==> src/rtl/imem_arbiter_pkg.sv <==
// imem_arbiter_pkg
// Shared definitions for the instruction-memory arbiter:
//   - arb_state_t : FSM state encoding (IDLE / BUSY0 / BUSY1 / DRAIN)
//   - GRANT_*     : one-hot grant constants (bit0 = requester 0)
//   - IWIDTH_DEF / AWIDTH_INSTR_DEF : default data and address widths
//   - grant_for() : maps an FSM state to its one-hot grant vector
package imem_arbiter_pkg;

  localparam int IWIDTH_DEF       = 32;
  localparam int AWIDTH_INSTR_DEF = 32;

  typedef enum logic [1:0] {
    ST_IDLE  = 2'd0,
    ST_BUSY0 = 2'd1,
    ST_BUSY1 = 2'd2,
    ST_DRAIN = 2'd3
  } arb_state_t;

  localparam logic [1:0] GRANT_NONE = 2'b00;
  localparam logic [1:0] GRANT_0    = 2'b01;
  localparam logic [1:0] GRANT_1    = 2'b10;

  function automatic logic [1:0] grant_for(input arb_state_t st);
    logic [1:0] g;
    g = GRANT_NONE;
    case (st)
      ST_BUSY0: g = GRANT_0;
      ST_BUSY1: g = GRANT_1;
      default:  g = GRANT_NONE;
    endcase
    return g;
  endfunction

endpackage

==> src/rtl/imem_arb_rr.sv <==
// imem_arb_rr
// Two-input round-robin picker. Purely combinational.
// Ports:
//   syn0, syn1 : request lines of requester 0 / 1
//   rr         : index of the requester served most recently
//   winner     : index of the requester to grant next (only meaningful
//                when at least one request is high)
module imem_arb_rr (
  input  logic syn0,
  input  logic syn1,
  input  logic rr,
  output logic winner
);

  always_comb begin
    winner = 1'b0;
    if (syn0 && syn1) begin
      // Tie: the requester that was not served last time wins.
      winner = ~rr;
    end else if (syn1) begin
      winner = 1'b1;
    end
  end

endmodule

==> src/rtl/imem_arbiter.sv <==
// imem_arbiter
// Shares one instruction-memory port (syn/ack/last handshake) between the
// fetch stage (requester 0) and a secondary master (requester 1). Grants are
// round-robin and held for a whole burst; a pipeline flush aborts a
// requester-0 transfer.
//
// Optional feature: define IMEM_ARB_TIMEOUT_EN to enable forced release of a
// grant after TIMEOUT cycles without a memory ack (a_o_timeout pulses).
// Without it a_o_timeout is tied low and DRAIN waits for an ack forever.
//
// Ports:
//   a_clk, a_rst              clock, synchronous active-high reset
//   a_i_syn0/1, a_i_addr0/1   requests and addresses from requesters 0/1
//   a_o_ack0/1, a_o_last0/1   ack/last routed to the granted requester
//   a_o_data0/1               memory read data broadcast to both requesters
//   a_o_syn, a_o_addr         request and address towards memory
//   a_i_ack, a_i_last, a_i_data  memory response
//   a_i_flush                 pipeline flush (affects requester 0 only)
//   a_o_grant                 one-hot current grant
//   a_o_timeout               one-cycle pulse on forced release
//
// state | meaning
// ------+---------------------------------------------------------------
// IDLE  | no grant; picks a winner among pending requests
// BUSY0 | requester 0 owns the memory port until ack+last or withdrawal
// BUSY1 | requester 1 owns the memory port until ack+last or withdrawal
// DRAIN | flushed fetch outstanding; swallow the next memory ack
module imem_arbiter
  import imem_arbiter_pkg::*;
#(
  parameter int IWIDTH       = IWIDTH_DEF,
  parameter int AWIDTH_INSTR = AWIDTH_INSTR_DEF,
  parameter int TIMEOUT      = 64,
  parameter int TO_WIDTH     = 7
) (
  input  logic                    a_clk,
  input  logic                    a_rst,
  input  logic                    a_i_syn0,
  input  logic                    a_i_syn1,
  input  logic [AWIDTH_INSTR-1:0] a_i_addr0,
  input  logic [AWIDTH_INSTR-1:0] a_i_addr1,
  output logic                    a_o_ack0,
  output logic                    a_o_ack1,
  output logic                    a_o_last0,
  output logic                    a_o_last1,
  output logic [IWIDTH-1:0]       a_o_data0,
  output logic [IWIDTH-1:0]       a_o_data1,
  output logic                    a_o_syn,
  output logic [AWIDTH_INSTR-1:0] a_o_addr,
  input  logic                    a_i_ack,
  input  logic                    a_i_last,
  input  logic [IWIDTH-1:0]       a_i_data,
  input  logic                    a_i_flush,
  output logic [1:0]              a_o_grant,
  output logic                    a_o_timeout
);

  // The timeout counter must be able to hold TIMEOUT.
  if (TIMEOUT < 1 || TIMEOUT >= (1 << TO_WIDTH)) begin : g_bad_timeout
    $error("imem_arbiter: TIMEOUT does not fit in TO_WIDTH bits");
  end

  arb_state_t state_q, state_d;
  logic       rr_q, rr_d;
  logic       winner;

  imem_arb_rr u_rr (
    .syn0   (a_i_syn0),
    .syn1   (a_i_syn1),
    .rr     (rr_q),
    .winner (winner)
  );

  // Read data is broadcast; requesters qualify it with their own ack.
  assign a_o_data0 = a_i_data;
  assign a_o_data1 = a_i_data;

`ifdef IMEM_ARB_TIMEOUT_EN
  localparam logic [TO_WIDTH-1:0] TO_LIMIT = TO_WIDTH'(TIMEOUT - 1);

  logic [TO_WIDTH-1:0] to_cnt_q;
  logic                timeout_q;
  logic                timeout_d;
`endif

  always_comb begin
    state_d   = state_q;
    rr_d      = rr_q;
    a_o_syn   = 1'b0;
    a_o_addr  = '0;
    a_o_ack0  = 1'b0;
    a_o_ack1  = 1'b0;
    a_o_last0 = 1'b0;
    a_o_last1 = 1'b0;
    a_o_grant = grant_for(state_q);
`ifdef IMEM_ARB_TIMEOUT_EN
    timeout_d = 1'b0;
`endif

    case (state_q)
      ST_IDLE: begin
        if (a_i_syn0 || a_i_syn1) begin
          state_d = winner ? ST_BUSY1 : ST_BUSY0;
          rr_d    = winner;
        end
      end

      ST_BUSY0: begin
        a_o_syn   = a_i_syn0;
        a_o_addr  = a_i_addr0;
        a_o_ack0  = a_i_ack;
        a_o_last0 = a_i_last;
        if (a_i_flush) begin
          if (a_i_ack) begin
            // The word belongs to a flushed fetch: hide it and release.
            a_o_ack0  = 1'b0;
            a_o_last0 = 1'b0;
            state_d   = ST_IDLE;
          end else begin
            state_d = ST_DRAIN;
          end
        end else if (a_i_ack && a_i_last) begin
          state_d = ST_IDLE;
        end else if (!a_i_syn0 && !a_i_ack) begin
          state_d = ST_IDLE;
        end
      end

      ST_BUSY1: begin
        a_o_syn   = a_i_syn1;
        a_o_addr  = a_i_addr1;
        a_o_ack1  = a_i_ack;
        a_o_last1 = a_i_last;
        if (a_i_ack && a_i_last) begin
          state_d = ST_IDLE;
        end else if (!a_i_syn1 && !a_i_ack) begin
          state_d = ST_IDLE;
        end
      end

      ST_DRAIN: begin
        if (a_i_ack) begin
          state_d = ST_IDLE;
        end
      end

      default: state_d = ST_IDLE;
    endcase

`ifdef IMEM_ARB_TIMEOUT_EN
    // Forced release only when the FSM would otherwise keep waiting; a
    // normal exit in the same cycle is not reported as a timeout.
    if (state_q != ST_IDLE && state_d == state_q && !a_i_ack &&
        to_cnt_q == TO_LIMIT) begin
      state_d   = ST_IDLE;
      timeout_d = 1'b1;
    end
`endif

    // While reset is held, nothing leaks to memory or requesters,
    // including an ack that was in flight.
    if (a_rst) begin
      a_o_syn   = 1'b0;
      a_o_addr  = '0;
      a_o_ack0  = 1'b0;
      a_o_ack1  = 1'b0;
      a_o_last0 = 1'b0;
      a_o_last1 = 1'b0;
      a_o_grant = GRANT_NONE;
    end
  end

  always_ff @(posedge a_clk) begin
    if (a_rst) begin
      state_q <= ST_IDLE;
      rr_q    <= 1'b1;
    end else begin
      state_q <= state_d;
      rr_q    <= rr_d;
    end
  end

`ifdef IMEM_ARB_TIMEOUT_EN
  // Counts consecutive ack-less cycles inside one BUSY/DRAIN visit.
  always_ff @(posedge a_clk) begin
    if (a_rst) begin
      to_cnt_q  <= '0;
      timeout_q <= 1'b0;
    end else begin
      timeout_q <= timeout_d;
      if (state_q == ST_IDLE || state_d != state_q || a_i_ack) begin
        to_cnt_q <= '0;
      end else begin
        to_cnt_q <= to_cnt_q + TO_WIDTH'(1);
      end
    end
  end

  assign a_o_timeout = timeout_q;
`else
  assign a_o_timeout = 1'b0;
`endif

endmodule

==> config.mk <==
export PLATFORM = sky130hd
export DESIGN_NAME = imem_arbiter
export DESIGN_NICKNAME = d
export VERILOG_FILES = /design/src/rtl/imem_arbiter_pkg.sv /design/src/rtl/imem_arb_rr.sv /design/src/rtl/imem_arbiter.sv
export SDC_FILE = /design/constraint.sdc
export NUM_CORES = 1
export LEC_CHECK = 0
export CAP_MARGIN = 30
export CORE_MARGIN = 2
export CORE_UTILIZATION = 22
export DETAILED_ROUTE_END_ITERATION = 8
export PLACE_DENSITY = 0.82
export SLEW_MARGIN = 20
export SYNTH_ARGS = -nofsm -noshare
export SYNTH_HDL_FRONTEND = slang
export SYNTH_HIERARCHICAL = 1
export SYNTH_SLANG_ARGS = --single-unit
==> constraint.sdc <==
create_clock -name a_clk -period 2.13 [get_ports a_clk]
set_input_delay 0.426 -clock a_clk [delete_from_list [all_inputs] [get_ports a_clk]]
set_output_delay 0.426 -clock a_clk [all_outputs]
set_load 0.01 [all_outputs]
After elaboration in Yosys (flattened, before gate mapping)

Index checks and enable logic that the tools add are counted.

Multiplexer cells: 29
Reduce and logical (&&, ||, !) cells: 11
Eq/ne operators: 7
Bitwise operators: 1

Operators by type and width:

| operator           | count |
|---|---|
| $pmux 32 s2        | 1 |
| $mux 32            | 1 |
| $mux 2             | 10 |
| $mux 1             | 14 |
| $pmux 2 s4         | 1 |
| $eq 2x2->1 const B | 2 |
| $logic_and 1x1->1  | 4 |
| $ne 2x2->1 const B | 2 |
| $ne 4x4->1 const B | 1 |
| $pmux 2 s2         | 1 |
| $reduce_and 4->1   | 1 |
| $logic_not 1->1    | 3 |
| $ne 3x3->1 const B | 1 |
| $eq 2x1->1 const B | 1 |
| $logic_not 2->1    | 1 |
| $pmux 1 s2         | 1 |
| $reduce_and 2->1   | 1 |
| $logic_or 1x1->1   | 1 |
| $not 1->1          | 1 |

Output and inout port bits: 104
Register bits after elaboration: 3
Bits of input ports: 103

Depth between registers and ports, before layout

Word-level depth: 6
Depth in mapped cells: 7
Mapped depth without buffers: 6

By module

Netlist, hierarchy kept.

By module, submodules not included:

| module       | instances | cells an instance | area an instance (sq um) |
|---|---|---|---|
| imem_arbiter | 1         | 185               | 1243.7 |
| imem_arb_rr  | 1         | 1                 | 11.3 |

Worst setup path before layout

OpenSTA, ideal clock, no wires.

Path kind: reg2out
Start: reg state_q[1]
End: out a_o_addr[22]
Path buffers: 2
Stages on the path, launching flop included: 7
Path slack: 0.311 ns
Arrival: 1.393 ns
Path through: dfxtp_1 inv_1 ha_1 clkbuf_1 clkbuf_1 a22oi_1 nor2_1

Cells in the longest elaborated chain, start to end: 3
Elaborated cells between the ends (all ways): 4
Classes of those cells: 2 x eq/ne; 2 x mux

Ends and longest elaborated chain:

| element                                  | RTL line            | source |
|---|---|---|
| from (decl)                              | imem_arbiter.sv:63  | `arb_state_t state_q, state_d;` |
| from (signal assigned)                   | imem_arbiter.sv:178 | `state_q <= state_d;` |
| $eq 2x2->1 or $eq 2x1->1 (tied branches) | imem_arbiter.sv:100 | `case (state_q)` |
| $pmux 32 s2 (*)                          | imem_arbiter.sv:100 |  |
| $mux 32 (*)                              | imem_arbiter.sv:162 | `if (a_rst) begin` |
| to (decl)                                | imem_arbiter.sv:49  | `output logic [AWIDTH_INSTR-1:0] a_o_addr,` |

Every way passes the cells marked *; elsewhere a longest branch is shown, timed or not.

Final worst setup path

Start: in a_rst
End: out a_o_addr[22]

Cells in the longest elaborated chain, start to end: 1

Ends and longest elaborated chain:

| element     | RTL line            | source |
|---|---|---|
| from (decl) | imem_arbiter.sv:37  | `input logic a_rst,` |
| $mux 32     | imem_arbiter.sv:162 |  |

No other way between the ends.

==> summary.md <==
| Metric | Value |
|---|---|
| Outcome | finished clean |
| CTS tree | done |
| Post-layout util | 37.8% |
| Hold Vio Cnt, Final | 0 |
| Sequential area share after synthesis | 4.79% |
| Total Routing Usage GR | 11.9% |
| Synth Area in XOR/XNOR | 0% |
| Initial antenna violation count | 0 |
| Layout Skew | 0.00172 ns |
| Power density over cell area | 596 nW/um2 |
| CTS buffer count | 3 |
| Share of layout cells above drive strength 1 | 15.5% |
| DRT Pass-1 Iters | 4 |
| Via density | 4.55 |
| Via Count | 1409 |
| CP max FO | 18 |
| Startpoint Class | input port |
| Synth area leaders | buf_4, a22oi_1, nor2_1 |
| Crit path cell chain | clkdlybuf4s50_1 > inv_1 > nand2_2 > buf_8 > nor2_1 > dlygate4sd2_1 |
| Setup crit end kind | output pin |
| IO buf count | 109 |
| Mux contribution to synthesized area | 0.798% |
| Final std cells w/o fill | 310 |
| Max-slew violations | 0 |
| FF+latch count, synth | 3 |
| Synth Area in Simple Gates | 19.3% |
| Post CTS Setup Buffer Count | 0 |
| Die Area | 6320 um2 |
| Area Growth Syn to Fin | 65.9% |
| # diodes | 0 |
| Most common cell in the synthesized netlist | buf_4 |
| Initial drt markers | 86 |
| Number of placed instances, taps included | 306 |
| Bufs on Longest Clock Path | 2 |
| Clock Latency Late Sink | 0.22 ns |
| Commonest register cell after synthesis | dfxtp_1 |
| Wirelength per Cell | 14.2 um |
| Overall Power | 1.24 mW |
| Max Freq | 490 MHz |
| Grt ovf | 0 |
| Core Area | 5510 um2 |
| Final Wtd Congestion | 0.682 |
| CP peak stage delay | 0.49 ns |
| Sink Count | 3 |
| Commonest cells post-synth | buf_4, nor2_1, a22oi_1 |
| Pleak | 0.979 nW |
| Final Setup Violations | 0 |
| Worst Hold Class | reg -> reg |
| Yosys top cell by area | buf_4 |
| Post-synth EDFFs | 0 |
| Async SR Flop Fraction | 0% |
| Final WL | 4.39 mm |
| RSZ-0062 raised after global routing | no |
| Core Rows | 27 |
| First-pass GRT wire length | 6.10 mm |
| Number of global-route vias before repair | 1327 |
| Critical path class | in -> out |
| Post-route DRC | 0 |
| Synthesized instance count | 186 |
| Worst Path Arrival | 1.62 ns |
| Die Y-Extent | 79.5 um |
| Starting Density | 22.8% |
| Worst path slowest cell | clkdlybuf4s50_1 |
| H-tree levels | 1 |
| Post-synth top area share | 38.9% |
| WHS | 0.492 ns |
| Synth Area per Inst | 6.75 um2 |
| Synth Area in Compound Gates | 26.3% |
| Synth Net Count | 294 |
| IO Count | 207 |
| Hpwl dp | 3.41 mm |
| Data required time of the worst path | 1.70 ns |
| Post-route clock period utilization | 95.8% |
| Die Wd | 79.5 um |
| Fin Setup TNS | 0 ns |
| VDD IR max | 0.000213 V |
| Root Driver | clkbuf_8 |
| Fin nets | 347 |
| Worst-path clk slew | 0.03 ns |
| Max_cap viols | 0 |
| Post-route ant nets | 0 |
| Synth Area in Adders | 4.99% |
| Largest net degree at the start of global routing | 19 |
| Ys Warns | 6 |
| Cell Area, Synth | 1250 um2 |
| Cell variety after synth | 28 |
| Fin crit period | 2.04 ns |
| Largest family of logic cells by synthesized area | buffers and inverters |
-- state kept, by name, summed over array words and instances (netlist names) --
name	count
state_q	2
rr_q	1
-- repair_timing --
item,CTS,global route
setup endpoints to repair,39,35
gates resized for setup,39,28
hold buffers,0,0
-- cells by family after synthesis --
| group | after synthesis |
|---|---|
| other | 1 |
| DFF | 3 |
| adders and majority gates | 5 |
| muxes | 1 |
| AOI/OAI and AO/OA | 42 |
| and+or+nand+nor | 54 |
| buffers and inverters | 80 |
-- critical path, delay by kind of cell --
kind | cells | cell delay (ns)
buffers and inverters | 4 | 1.01
AND/OR/NAND/NOR | 2 | 0.16
-- power breakdown --
part	total, mW	leakage [nW]	switching [mW]	internal (mW)
combinational	0.978	0.930	0.484	0.494
sequential	0.0978	0.0255	0.0206	0.0772
clock	0.165	0.0228	0.0375	0.128
-- worst paths after layout --
kind | slack [ns] | depth (start not counted) | from | end
setup / recovery | 0.09 | 6 | a_rst | a_o_addr[22]
setup reg to reg | 0.35 | 7 | state_q[0] | state_q[0]
hold reg to reg | 0.49 | 2 | rr_q | rr_q
hold / removal | 0.49 | 2 | rr_q | rr_q
-- placed cells by master, fill, tap and decap left out, drive strengths merged --
master         instances
mux2i                  1
inv                    4
dfxtp                  3
clkdlybuf4s15          1
nor2b                  4
clkdlybuf4s50         70
o21ai                  1
dlymetal6s2s           4
a21oi                  1
nor2                  35
o31a                   2
a21boi                 1
o221ai                 2
nand2b                 1
o211a                  1
or2                    1
dlygate4sd2           30
and2                   2
clkbuf                 8
a22oi                 33
buf                   15
nor3                   4
and3                   2
conb                   1
ha                     5
a22o                   1
nand2                  5
-- per-stage QoR --
stage / instance area [um2] / setup WS [ns]
after global routing: 2080 / 0.0403
after floorplan: 1250 / 0.311
after CTS: 2030 / -0.189
final: 2080 / 0.0888
after detailed placement: 2020 / -0.204
after global placement: 2020 / -0.155
-- layer usage --
metal | up-vias | share of wire, % | wire (um) | track usage, %
li1 | 676 | - | - | -
met1 | 615 | 35 | 1520 | 12.5
met2 | 106 | 50 | 2180 | 21.8
met3 | 12 | 14 | 604 | 4.86
met4 | 0 | 1.9 | 85 | 3.10
met5 | - | 0 | 0 | 0
-- cell type report --
type | instances | area (um2)
tap | 72 | 90.1
multi-input combinational | 103 | 687
clock buffer | 4 | 45.0
timing repair buffer | 124 | 1180
fill | 554 | 3420
sequential | 3 | 62.6
inverter | 4 | 15.0
No activity file was read; power rests on OpenSTA's default activity.
